$ cat src/rtl/riscv_ctrl_pkg.sv
// Shared encodings for the multicycle RV32I control path: FSM states, opcodes,
// datapath mux selects and the per-state control word.
package riscv_ctrl_pkg;

    typedef enum logic [3:0] {
        FETCH    = 4'd0,
        DECODE   = 4'd1,
        MEMADR   = 4'd2,
        MEMREAD  = 4'd3,
        MEMWB    = 4'd4,
        MEMWRITE = 4'd5,
        EXECR    = 4'd6,
        EXECI    = 4'd7,
        ALUWB    = 4'd8,
        BRANCH   = 4'd9,
        JAL      = 4'd10,
        LUI      = 4'd11,
        AUIPC    = 4'd12
    } state_e;

    localparam logic [6:0] OP_LOAD   = 7'b0000011;
    localparam logic [6:0] OP_STORE  = 7'b0100011;
    localparam logic [6:0] OP_RTYPE  = 7'b0110011;
    localparam logic [6:0] OP_ITYPE  = 7'b0010011;
    localparam logic [6:0] OP_BRANCH = 7'b1100011;
    localparam logic [6:0] OP_JAL    = 7'b1101111;
    localparam logic [6:0] OP_JALR   = 7'b1100111;
    localparam logic [6:0] OP_LUI    = 7'b0110111;
    localparam logic [6:0] OP_AUIPC  = 7'b0010111;

    localparam logic [2:0] IMM_I = 3'b000;
    localparam logic [2:0] IMM_S = 3'b001;
    localparam logic [2:0] IMM_B = 3'b010;
    localparam logic [2:0] IMM_J = 3'b011;
    localparam logic [2:0] IMM_U = 3'b100;

    localparam logic [1:0] SRCA_PC    = 2'b00;
    localparam logic [1:0] SRCA_OLDPC = 2'b01;
    localparam logic [1:0] SRCA_RS1   = 2'b10;
    localparam logic [1:0] SRCA_ZERO  = 2'b11;

    localparam logic [1:0] SRCB_RS2  = 2'b00;
    localparam logic [1:0] SRCB_IMM  = 2'b01;
    localparam logic [1:0] SRCB_FOUR = 2'b10;

    localparam logic [1:0] RES_ALUOUT    = 2'b00;
    localparam logic [1:0] RES_DATA      = 2'b01;
    localparam logic [1:0] RES_ALURESULT = 2'b10;

    localparam logic [2:0] ALU_ADD = 3'b000;
    localparam logic [2:0] ALU_SUB = 3'b001;
    localparam logic [2:0] ALU_AND = 3'b010;
    localparam logic [2:0] ALU_OR  = 3'b011;
    localparam logic [2:0] ALU_XOR = 3'b100;
    localparam logic [2:0] ALU_SLT = 3'b101;

    typedef enum logic [1:0] {
        ALUM_ADD = 2'd0,
        ALUM_SUB = 2'd1,
        ALUM_DEC = 2'd2
    } alu_mode_e;

    typedef struct packed {
        logic       pc_write;
        logic       branch;
        logic       adr_src;
        logic       mem_write;
        logic       ir_write;
        logic       reg_write;
        logic [1:0] result_src;
        logic [1:0] alu_src_a;
        logic [1:0] alu_src_b;
        alu_mode_e  alu_mode;
        logic       retire;
    } ctrl_t;

    function automatic logic [2:0] imm_src_of(input logic [6:0] op);
        case (op)
            OP_LOAD, OP_ITYPE, OP_JALR: return IMM_I;
            OP_STORE:                   return IMM_S;
            OP_BRANCH:                  return IMM_B;
            OP_JAL:                     return IMM_J;
            OP_LUI, OP_AUIPC:           return IMM_U;
            default:                    return 3'b000;
        endcase
    endfunction

    // jalr has an immediate format but no execution path, so it decodes as unknown.
    function automatic logic is_known(input logic [6:0] op);
        case (op)
            OP_LOAD, OP_STORE, OP_RTYPE, OP_ITYPE, OP_BRANCH,
            OP_JAL, OP_LUI, OP_AUIPC: return 1'b1;
            default:                  return 1'b0;
        endcase
    endfunction

    function automatic ctrl_t ctrl_of(input state_e s);
        ctrl_t c;
        c = '0;
        c.alu_mode = ALUM_ADD;
        case (s)
            FETCH: begin
                c.ir_write   = 1'b1;
                c.pc_write   = 1'b1;
                c.alu_src_a  = SRCA_PC;
                c.alu_src_b  = SRCB_FOUR;
                c.result_src = RES_ALURESULT;
            end
            DECODE: begin
                c.alu_src_a = SRCA_OLDPC;
                c.alu_src_b = SRCB_IMM;
            end
            MEMADR: begin
                c.alu_src_a = SRCA_RS1;
                c.alu_src_b = SRCB_IMM;
            end
            MEMREAD: c.adr_src = 1'b1;
            MEMWB: begin
                c.result_src = RES_DATA;
                c.reg_write  = 1'b1;
                c.retire     = 1'b1;
            end
            MEMWRITE: begin
                c.adr_src   = 1'b1;
                c.mem_write = 1'b1;
                c.retire    = 1'b1;
            end
            EXECR: begin
                c.alu_src_a = SRCA_RS1;
                c.alu_src_b = SRCB_RS2;
                c.alu_mode  = ALUM_DEC;
            end
            EXECI: begin
                c.alu_src_a = SRCA_RS1;
                c.alu_src_b = SRCB_IMM;
                c.alu_mode  = ALUM_DEC;
            end
            LUI: begin
                c.alu_src_a = SRCA_ZERO;
                c.alu_src_b = SRCB_IMM;
            end
            AUIPC: begin
                c.alu_src_a = SRCA_OLDPC;
                c.alu_src_b = SRCB_IMM;
            end
            JAL: begin
                c.alu_src_a = SRCA_OLDPC;
                c.alu_src_b = SRCB_FOUR;
                c.pc_write  = 1'b1;
            end
            ALUWB: begin
                c.reg_write = 1'b1;
                c.retire    = 1'b1;
            end
            BRANCH: begin
                c.alu_src_a = SRCA_RS1;
                c.alu_src_b = SRCB_RS2;
                c.alu_mode  = ALUM_SUB;
                c.branch    = 1'b1;
                c.retire    = 1'b1;
            end
            default: ;
        endcase
        return c;
    endfunction

endpackage

$ cat src/rtl/multicycle_controller_if.sv
// Controller <-> datapath bundle: instruction fields and Zero in, mux selects and enables out.
interface multicycle_controller_if;
    logic [6:0] Opcode;
    logic [2:0] funct3;
    logic       funct7b5;
    logic       Zero;
    logic       PCWrite;
    logic       AdrSrc;
    logic       MemWrite;
    logic       IRWrite;
    logic       RegWrite;
    logic [1:0] ResultSrc;
    logic [1:0] ALUSrcA;
    logic [1:0] ALUSrcB;
    logic [2:0] ImmSrc;
    logic [2:0] ALUControl;
    logic       instr_retired;
    logic [3:0] state_o;

    modport master (
        input  Opcode, funct3, funct7b5, Zero,
        output PCWrite, AdrSrc, MemWrite, IRWrite, RegWrite, ResultSrc,
               ALUSrcA, ALUSrcB, ImmSrc, ALUControl, instr_retired, state_o
    );

    modport slave (
        output Opcode, funct3, funct7b5, Zero,
        input  PCWrite, AdrSrc, MemWrite, IRWrite, RegWrite, ResultSrc,
               ALUSrcA, ALUSrcB, ImmSrc, ALUControl, instr_retired, state_o
    );
endinterface

$ cat src/rtl/multicycle_controller_alu_decoder.sv
// ALU operation decode from funct3/funct7b5; purely combinational.
module alu_decoder
    import riscv_ctrl_pkg::*;
(
    input  logic [6:0] Opcode,
    input  logic [2:0] funct3,
    input  logic       funct7b5,
    output logic [2:0] ALUControl
);
    always_comb begin
        ALUControl = ALU_ADD;
        case (funct3)
            3'b000:  ALUControl = (Opcode == OP_RTYPE && funct7b5) ? ALU_SUB : ALU_ADD;
            3'b010:  ALUControl = ALU_SLT;
            3'b100:  ALUControl = ALU_XOR;
            3'b110:  ALUControl = ALU_OR;
            3'b111:  ALUControl = ALU_AND;
            default: ALUControl = ALU_ADD;
        endcase
    end
endmodule

$ cat src/rtl/multicycle_controller.sv
// Main control FSM of the multicycle RV32I core; control word is registered from the next state.
// ImmSrc, ALU decode, branch PCWrite and unknown-opcode retire are the only combinational paths.
module multicycle_controller
    import riscv_ctrl_pkg::*;
(
    input  logic                    clk,
    input  logic                    rst,
    multicycle_controller_if.master bus
);
    state_e     state;
    state_e     nxt;
    ctrl_t      ctrl_q;
    logic [2:0] alu_dec;
    logic       branch_taken;
    logic       unknown_retire;

    function automatic state_e next_of(input state_e s, input logic [6:0] op);
        case (s)
            FETCH: return DECODE;
            DECODE: begin
                case (op)
                    OP_LOAD, OP_STORE: return MEMADR;
                    OP_RTYPE:          return EXECR;
                    OP_ITYPE:          return EXECI;
                    OP_BRANCH:         return BRANCH;
                    OP_JAL:            return JAL;
                    OP_LUI:            return LUI;
                    OP_AUIPC:          return AUIPC;
                    default:           return FETCH;
                endcase
            end
            MEMADR:                       return (op == OP_STORE) ? MEMWRITE : MEMREAD;
            MEMREAD:                      return MEMWB;
            EXECR, EXECI, LUI, AUIPC, JAL: return ALUWB;
            default:                      return FETCH;
        endcase
    endfunction

    assign nxt = next_of(state, bus.Opcode);

    // Reset loads FETCH's control word so the first edge after release performs a fetch;
    // the enables are additionally masked by rst below.
    always_ff @(posedge clk or posedge rst) begin
        if (rst) begin
            state  <= FETCH;
            ctrl_q <= ctrl_of(FETCH);
        end else begin
            state  <= nxt;
            ctrl_q <= ctrl_of(nxt);
        end
    end

    alu_decoder u_alu_decoder (
        .Opcode     (bus.Opcode),
        .funct3     (bus.funct3),
        .funct7b5   (bus.funct7b5),
        .ALUControl (alu_dec)
    );

    assign branch_taken   = ((bus.funct3 == 3'b000) &&  bus.Zero) ||
                            ((bus.funct3 == 3'b001) && !bus.Zero);
    // The IR is only valid once DECODE is entered, so this retire cannot be registered.
    assign unknown_retire = (state == DECODE) && !is_known(bus.Opcode);

    assign bus.PCWrite       = !rst && (ctrl_q.pc_write || (ctrl_q.branch && branch_taken));
    assign bus.IRWrite       = !rst && ctrl_q.ir_write;
    assign bus.MemWrite      = !rst && ctrl_q.mem_write;
    assign bus.RegWrite      = !rst && ctrl_q.reg_write;
    assign bus.instr_retired = !rst && (ctrl_q.retire || unknown_retire);
    assign bus.AdrSrc        = ctrl_q.adr_src;
    assign bus.ResultSrc     = ctrl_q.result_src;
    assign bus.ALUSrcA       = ctrl_q.alu_src_a;
    assign bus.ALUSrcB       = ctrl_q.alu_src_b;
    assign bus.ImmSrc        = imm_src_of(bus.Opcode);
    assign bus.state_o       = state;

    always_comb begin
        bus.ALUControl = ALU_ADD;
        case (ctrl_q.alu_mode)
            ALUM_SUB: bus.ALUControl = ALU_SUB;
            ALUM_DEC: bus.ALUControl = alu_dec;
            default:  bus.ALUControl = ALU_ADD;
        endcase
    end
endmodule

$ cat src/flat_wrapper.sv
// flat-port wrapper written by rule: the top's interface ports become plain ports
module multicycle_controller_flat import riscv_ctrl_pkg::*;
  (clk, rst, bus_Opcode, bus_funct3, bus_funct7b5, bus_Zero, bus_PCWrite, bus_AdrSrc, bus_MemWrite, bus_IRWrite, bus_RegWrite, bus_ResultSrc, bus_ALUSrcA, bus_ALUSrcB, bus_ImmSrc, bus_ALUControl, bus_instr_retired, bus_state_o);
  multicycle_controller_if bus_i ();
  input  logic clk;
  input  logic rst;
  input wire logic [$bits(bus_i.Opcode)-1:0] bus_Opcode;
  input wire logic [$bits(bus_i.funct3)-1:0] bus_funct3;
  input wire logic [$bits(bus_i.funct7b5)-1:0] bus_funct7b5;
  input wire logic [$bits(bus_i.Zero)-1:0] bus_Zero;
  output wire logic [$bits(bus_i.PCWrite)-1:0] bus_PCWrite;
  output wire logic [$bits(bus_i.AdrSrc)-1:0] bus_AdrSrc;
  output wire logic [$bits(bus_i.MemWrite)-1:0] bus_MemWrite;
  output wire logic [$bits(bus_i.IRWrite)-1:0] bus_IRWrite;
  output wire logic [$bits(bus_i.RegWrite)-1:0] bus_RegWrite;
  output wire logic [$bits(bus_i.ResultSrc)-1:0] bus_ResultSrc;
  output wire logic [$bits(bus_i.ALUSrcA)-1:0] bus_ALUSrcA;
  output wire logic [$bits(bus_i.ALUSrcB)-1:0] bus_ALUSrcB;
  output wire logic [$bits(bus_i.ImmSrc)-1:0] bus_ImmSrc;
  output wire logic [$bits(bus_i.ALUControl)-1:0] bus_ALUControl;
  output wire logic [$bits(bus_i.instr_retired)-1:0] bus_instr_retired;
  output wire logic [$bits(bus_i.state_o)-1:0] bus_state_o;
  assign bus_i.Opcode = bus_Opcode;
  assign bus_i.funct3 = bus_funct3;
  assign bus_i.funct7b5 = bus_funct7b5;
  assign bus_i.Zero = bus_Zero;
  assign bus_PCWrite = bus_i.PCWrite;
  assign bus_AdrSrc = bus_i.AdrSrc;
  assign bus_MemWrite = bus_i.MemWrite;
  assign bus_IRWrite = bus_i.IRWrite;
  assign bus_RegWrite = bus_i.RegWrite;
  assign bus_ResultSrc = bus_i.ResultSrc;
  assign bus_ALUSrcA = bus_i.ALUSrcA;
  assign bus_ALUSrcB = bus_i.ALUSrcB;
  assign bus_ImmSrc = bus_i.ImmSrc;
  assign bus_ALUControl = bus_i.ALUControl;
  assign bus_instr_retired = bus_i.instr_retired;
  assign bus_state_o = bus_i.state_o;
  multicycle_controller u_core (.clk(clk), .rst(rst), .bus(bus_i));
endmodule
$ cat config.mk
export PLATFORM = sky130hd
export DESIGN_NAME = multicycle_controller_flat
export DESIGN_NICKNAME = d
export VERILOG_FILES = /design/src/rtl/riscv_ctrl_pkg.sv /design/src/rtl/multicycle_controller_if.sv /design/src/rtl/multicycle_controller_alu_decoder.sv /design/src/rtl/multicycle_controller.sv /design/src/flat_wrapper.sv
export SDC_FILE = /design/constraint.sdc
export NUM_CORES = 1
export LEC_CHECK = 0
export BUFFER_PORTS_ARGS = -buffer_cell sky130_fd_sc_hd__buf_2
export CORE_MARGIN = 1
export CORE_UTILIZATION = 50
export DETAILED_ROUTE_END_ITERATION = 10
export HOLD_SLACK_MARGIN = 0.1
export PLACE_DENSITY = 0.79
export SYNTH_ARGS = -nofsm -noshare
export SYNTH_HDL_FRONTEND = slang
export SYNTH_SLANG_ARGS = --single-unit
$ cat constraint.sdc
create_clock -name clk -period 2.64 [get_ports clk]
set_input_delay 0.132 -clock clk [delete_from_list [all_inputs] [get_ports clk]]
set_output_delay 0.132 -clock clk [all_outputs]
set_load 0.03 [all_outputs]
# Word-level counts from Yosys, hierarchy flattened
# Cells that the tools add are included.
# classes
muxes	18
n_reduce_logical	31
eq_ne	35
# op_table
cell	count
equality test 4 bit, second input constant	8
case mux 4 bit (7 select lines)	1
equality test 4 x 3 -> 1 bit, second input constant	6
case mux 4 bit (6 select lines)	1
equality test 7 x 6 -> 1 bit, second input constant	3
case mux 4 bit (5 select lines)	1
OR reduction 2 bit	9
equality test 4 x 2 -> 1 bit, second input constant	4
case mux 3 bit (5 select lines)	1
equality test 7 x 5 -> 1 bit, second input constant	2
equality test 7 bit, second input constant	2
case mux 3 bit (4 select lines)	1
logical AND 1 bit	10
equality test 3 bit, second input constant	3
2-to-1 mux 1 bit	9
equality test 4 x 1 -> 1 bit, second input constant	2
logical NOT 4 bit	2
case mux 2 bit (2 select lines)	2
OR reduction 8 bit	1
equality test 7 x 2 -> 1 bit, second input constant	1
case mux 3 bit (2 select lines)	1
OR reduction 5 bit	1
OR reduction 4 bit	1
equality test 3 x 1 -> 1 bit, second input constant	1
7 further kinds	11
# totals
register_bits	19
output_inout_bits	22
inputBits	14

# Longest topological paths before layout
# depth
depth_word	7
depth_mapped	8

# Cells and area by module
# Synthesis repeated with hierarchy kept, for this count alone.
# hier_totals
cells_unflattened	126
area_unflattened_um2	1151.1
# modules_own_cells
mod	area_each_um2	seq_area_each_um2	cells_per_inst	n_inst
multicycle_controller	1089.8	429.2	119	1
alu_decoder	61.3	0.0	7	1

# Least setup slack after synthesis
# OpenSTA, ideal clock, no wires.
# synth_path
path_type	register -> register
start	register u_core.state[1], in the netlist u_core.bus.state_o[1]
end	register u_core.ctrl_q, in the netlist u_core.bus.ALUSrcB[0]
t_arrival_ps	2159
setup_slack_ps	410
required_time_ps	2569
path_stages_with_launch	8
path_buffers	1
path_cell_list	dfrtp_1 > buf_6 > or4b_4 > nor2_2 > o2111ai_2 > and2_4 > or4_1 > nand4_1
# synth_between
elab_chain_len	6
# synth_rtl
item	line	rtl
start: declaration	multicycle_controller.sv:10	state_e state;
start signal: assignment	multicycle_controller.sv:48	state <= nxt;
equality test 4 x 3 -> 1 bit or equality test 4 bit (tied branches)	multicycle_controller.sv:18	case (s)
OR reduction 5 bit	multicycle_controller.sv:18	
case mux 4 bit (5 select lines) *	multicycle_controller.sv:18	
equality test 4 x 3 -> 1 bit, or another cell as far along	riscv_ctrl_pkg.sv:101	case (s)
OR reduction 2 bit (no source line)	-	
case mux 4 bit (6 select lines) *	riscv_ctrl_pkg.sv:101	
end signal: assignment	multicycle_controller.sv:46	ctrl_q <= ctrl_of(FETCH);
end signal: assignment	multicycle_controller.sv:49	ctrl_q <= ctrl_of(nxt);
end: declaration	multicycle_controller.sv:12	ctrl_t ctrl_q;
# Every way passes the cells marked *; elsewhere a longest branch is shown, timed or not.

# Worst setup path in the final report
# Same ends and word-level chain as after synthesis.

==> parameters.txt <==
Parameter                              Value

Pwr
  Cell Pwr Density    between 700 and 800 nW/um^2
  VDD IR max    0.000502 V
  Leakage    ~0.00066 uW

Drt
  Number of vias in the routed layout    about 1,000
  DRC violations left    0
  DRC marker count from the first detailed-route iteration    36
  Final Routed Wirelength    2350 um
  Routed len/inst    12.7 um
  Avg Vias per Cell    5.52
  Antenna viol nets, final    0
  1st-pass router iterations    4

Yosys
  Multiplexer share of the synthesized area    1.77%
  Share of the yosys chip area belonging to registers    37.9%
  Most frequent cells after synthesis    sky130_fd_sc_hd__dfrtp_1 (14), sky130_fd_sc_hd__nor2_1 (13), sky130_fd_sc_hd__nand2_1 (10), sky130_fd_sc_hd__inv_1 (8), sky130_fd_sc_hd__a21oi_1 (7)
  Library cell with the largest summed area after synthesis    sky130_fd_sc_hd__dfrtp_1
  Post-synthesis area per instance    8.71 sq um
  Number of flip-flops and latches in the synthesized netlist    17
  Ranking of synthesized cells by area    sky130_fd_sc_hd__dfrtp_1 (31%), sky130_fd_sc_hd__dfstp_2 (7.0%), sky130_fd_sc_hd__nor2_1 (4.3%)
  Cell count after synthesis    130
  Synthesized-area fraction occupied by and/or/nand/nor cells    28.1%
  Most repeated cell in the gate-level netlist after synthesis    sky130_fd_sc_hd__dfrtp_1
  Post-synthesis instance area    1130 sq um
  Dominant register cell in the synthesized netlist    sky130_fd_sc_hd__dfrtp_1
  Proportion of register bits with asynchronous set or reset after synthesis    between 90% and 100%
  Largest family of logic cells by synthesized area    simple AND/OR/NAND/NOR gates
  Distinct cells, synth    44
  Synthesized netlist net count    ~150
  Area share of fa/ha/maj cells after synthesis    2.21%
  Synth Area in Compound Gates    16.1%
  XOR/XNOR Fraction of Synth Area    3.87%
  Number of warnings issued by yosys    0
  Portion of synthesized cell area occupied by the leading cell type    30.9%
  Number of enable flip-flop cells after synthesis    0

Global route
  Remaining global-route overflow    0
  Vias in the first global route    961
  Largest net degree at the start of global routing    19
  GR Util All Layers    20.7%
  Antenna violations before repair    0
  First-pass GRT wire length    a little under 4000 um

STA
  Final hold vios    0
  Achievable frequency    454 MHz
  Normalized max-slew margin    about 70%
  Unrepaired setup endpoints after global routing    false
  Min Clock Period, post-route    2.20 ns
  PnR worst setup slack    0.439 ns
  Maximum clock skew at final layout    between 0.0004 and 0.0005 ns
  Setup violation total in the final timing report    0
  Fin crit share    83.4%
  Slew Limit Fails    0
  Slew at the pin with the worst max-slew slack    0.467 ns
  Worst hold slack    0.143 ns
  Final setup TNS    0 ns

Critical path
  CP cell instances    or4b_4 > nor3_1 > a21oi_1 > and2_4 > or4_1 > nand4_1
  Type of the worst setup path    reg -> reg
  Worst path bufs/invs    0
  Delay contributed by the slowest stage of the critical path    0.61 ns
  CP Capture Type    register
  Crit path launch type    register
  Required time at the worst-slack endpoint    2.87 ns
  Critical Path AT    ~2.4 ns
  Slowest cell on the critical path    sky130_fd_sc_hd__or4b_4
  CP top delay family    simple AND/OR/NAND/NOR gates
  Crit-path max FO    11

Place
  DP Wirelength    ~1800 um
  Post-DP Area    1270 sq um
  Port Buffer Count    35
  Post-Place Worst Slack    0.468 ns
  GP Congestion    ~0.86

Layout
  Layout Cell Area excl Fill    1310 sq um
  Antenna diodes    0
  Seq. cell area    429 sq um
  Layout overhead on the synthesized area    15.4%
  Core utilization of the finished layout    64.0%
  Area of the multi-input gates    589 sq um
  Number of nets at the end of the flow    175
  Proportion of layout cells with a drive suffix above 1    a little under a third
  Number of fill cells    180

CTS
  Clock network latency to the later pin of the worst-skew pair    0.29 ns
  Clock tree root buffer cell    sky130_fd_sc_hd__clkbuf_4
  H-tree levels    1
  Clock buffer depth    2
  Total clock buffers created by CTS    3
  Clock-pin slew of the registers on the worst-case setup and hold paths    about 0.1 ns
  Hold_buf cts    1
  Post-cts resize count    0
  Clock tree from TritonCTS    done
  Clk sinks    17
  Count of buffers added by post-CTS timing repair for setup    0

Floorplanning
  Initial core utilization    55.5%
  Number of placement rows    16
  Total Die Area    2460 sq um
  Horizontal die dimension    49.6 um
  Number of I/O pins    36
  Die extent in y    slightly below 50 um
  Floorplan core area    2040 sq um

Job
  Number of max-cap violations    0

Worst hold path
  Type of the tightest min-delay check    in -> reg

Outcome
  Status    complete, no violations
==> report_power, final <==
part / total (uW) / switching [uW] / internal [uW]
registers: 374 / 44.0 / 330
logic: 412 / 272 / 140
clock network: 139 / 82.3 / 56.3
total: 925 / 398 / 527
==> registers in the layout (all words and copies together) (netlist names) <==
| signal | cells |
|---|---|
| u_core.bus.ALUSrcB | 2 |
| u_core.bus.state_o | 4 |
| u_core.bus.AdrSrc | 1 |
| u_core.bus.ALUSrcA | 2 |
| u_core.ctrl_q | 7 |
| u_core.bus.ResultSrc | 1 |
==> metal layers <==
metal,track usage (%),vias to the layer above,share of wire (%)
li1,-,503,-
met1,25.2,473,43
met2,35.8,41,49
met3,3.40,4,6.9
met4,9.05,0,0.89
met5,0,-,0
==> metrics by stage <==
| stage | cells | power [uW] |
|---|---|---|
| after floorplan | 130 | 728 |
| after global placement | 180 | 780 |
| after detailed placement | 180 | 789 |
| after CTS | 185 | 928 |
| after global routing | 185 | 983 |
| final | 185 | 925 |
==> final cells by class <==
| type | instances | area share (%) |
|---|---|---|
| sequential | 17 | 32.9 |
| timing repair buffer | 37 | 14.8 |
| multi-input combinational | 91 | 45.1 |
| clock inverter | 1 | 0.383 |
| clock buffer | 3 | 1.72 |
| inverter | 9 | 2.59 |
| tap | 27 | 2.59 |
==> worst register-to-register path, stage by stage, from the launching register on <==
cell and delay (ns):
sky130_fd_sc_hd__dfrtp_1 0.52, sky130_fd_sc_hd__or4b_4 0.61, sky130_fd_sc_hd__nor3_1 0.18, sky130_fd_sc_hd__a21oi_1 0.08
sky130_fd_sc_hd__and2_4 0.20, sky130_fd_sc_hd__or4_1 0.46, sky130_fd_sc_hd__nand4_1 0.09
==> placed cells by master, fill, tap and decap left out, types with 2 or more instances in the layout <==
master,netlist,routed
sky130_fd_sc_hd__dfrtp_1,14,14
sky130_fd_sc_hd__and4b_1,2,2
sky130_fd_sc_hd__nand4_1,2,2
sky130_fd_sc_hd__dfstp_2,3,3
sky130_fd_sc_hd__and3_1,4,4
sky130_fd_sc_hd__buf_2,1,35
sky130_fd_sc_hd__ha_1,2,2
sky130_fd_sc_hd__clkbuf_4,0,3
sky130_fd_sc_hd__nand2_1,10,10
sky130_fd_sc_hd__nor4_1,2,2
sky130_fd_sc_hd__and2_1,2,2
sky130_fd_sc_hd__nand3_1,3,3
sky130_fd_sc_hd__inv_1,8,8
sky130_fd_sc_hd__xnor2_1,4,4
sky130_fd_sc_hd__nor3b_1,2,2
sky130_fd_sc_hd__nor2_1,13,13
sky130_fd_sc_hd__mux2i_1,2,2
sky130_fd_sc_hd__nor2b_1,4,4
sky130_fd_sc_hd__o21ai_0,4,4
sky130_fd_sc_hd__nor3_1,4,4
sky130_fd_sc_hd__a21oi_1,7,7
sky130_fd_sc_hd__nand2b_1,5,5
==> path summary, 6_finish.rpt <==
check,start,to,slack (ns),cells past startpoint
worst min register to register,u_core.bus.state_o[3],u_core.bus.AdrSrc,0.65,1
min in group asynchronous,rst,u_core.ctrl_q[1],0.42,4
worst max register to register,u_core.bus.state_o[1],u_core.bus.ALUSrcB[0],0.44,6
max in group asynchronous,rst,u_core.bus.ALUSrcB[1],1.97,4
worst min-delay path,bus_Opcode[5],u_core.bus.ALUSrcB[1],0.14,3
worst max-delay path,u_core.bus.state_o[1],u_core.bus.ALUSrcB[0],0.44,6
==> logic make-up (layout without fill, tap and decap cells) <==
| kind of cell | after synthesis | after routing |
|---|---|---|
| compound gates | 24 | 24 |
| xor+xnor | 5 | 5 |
| fa+ha+maj | 2 | 2 |
| buf+inv | 22 | 50 |
| flops | 17 | 17 |
| mux | 2 | 2 |
| simple gates | 58 | 58 |
No activity file was read; power rests on OpenSTA's default activity.
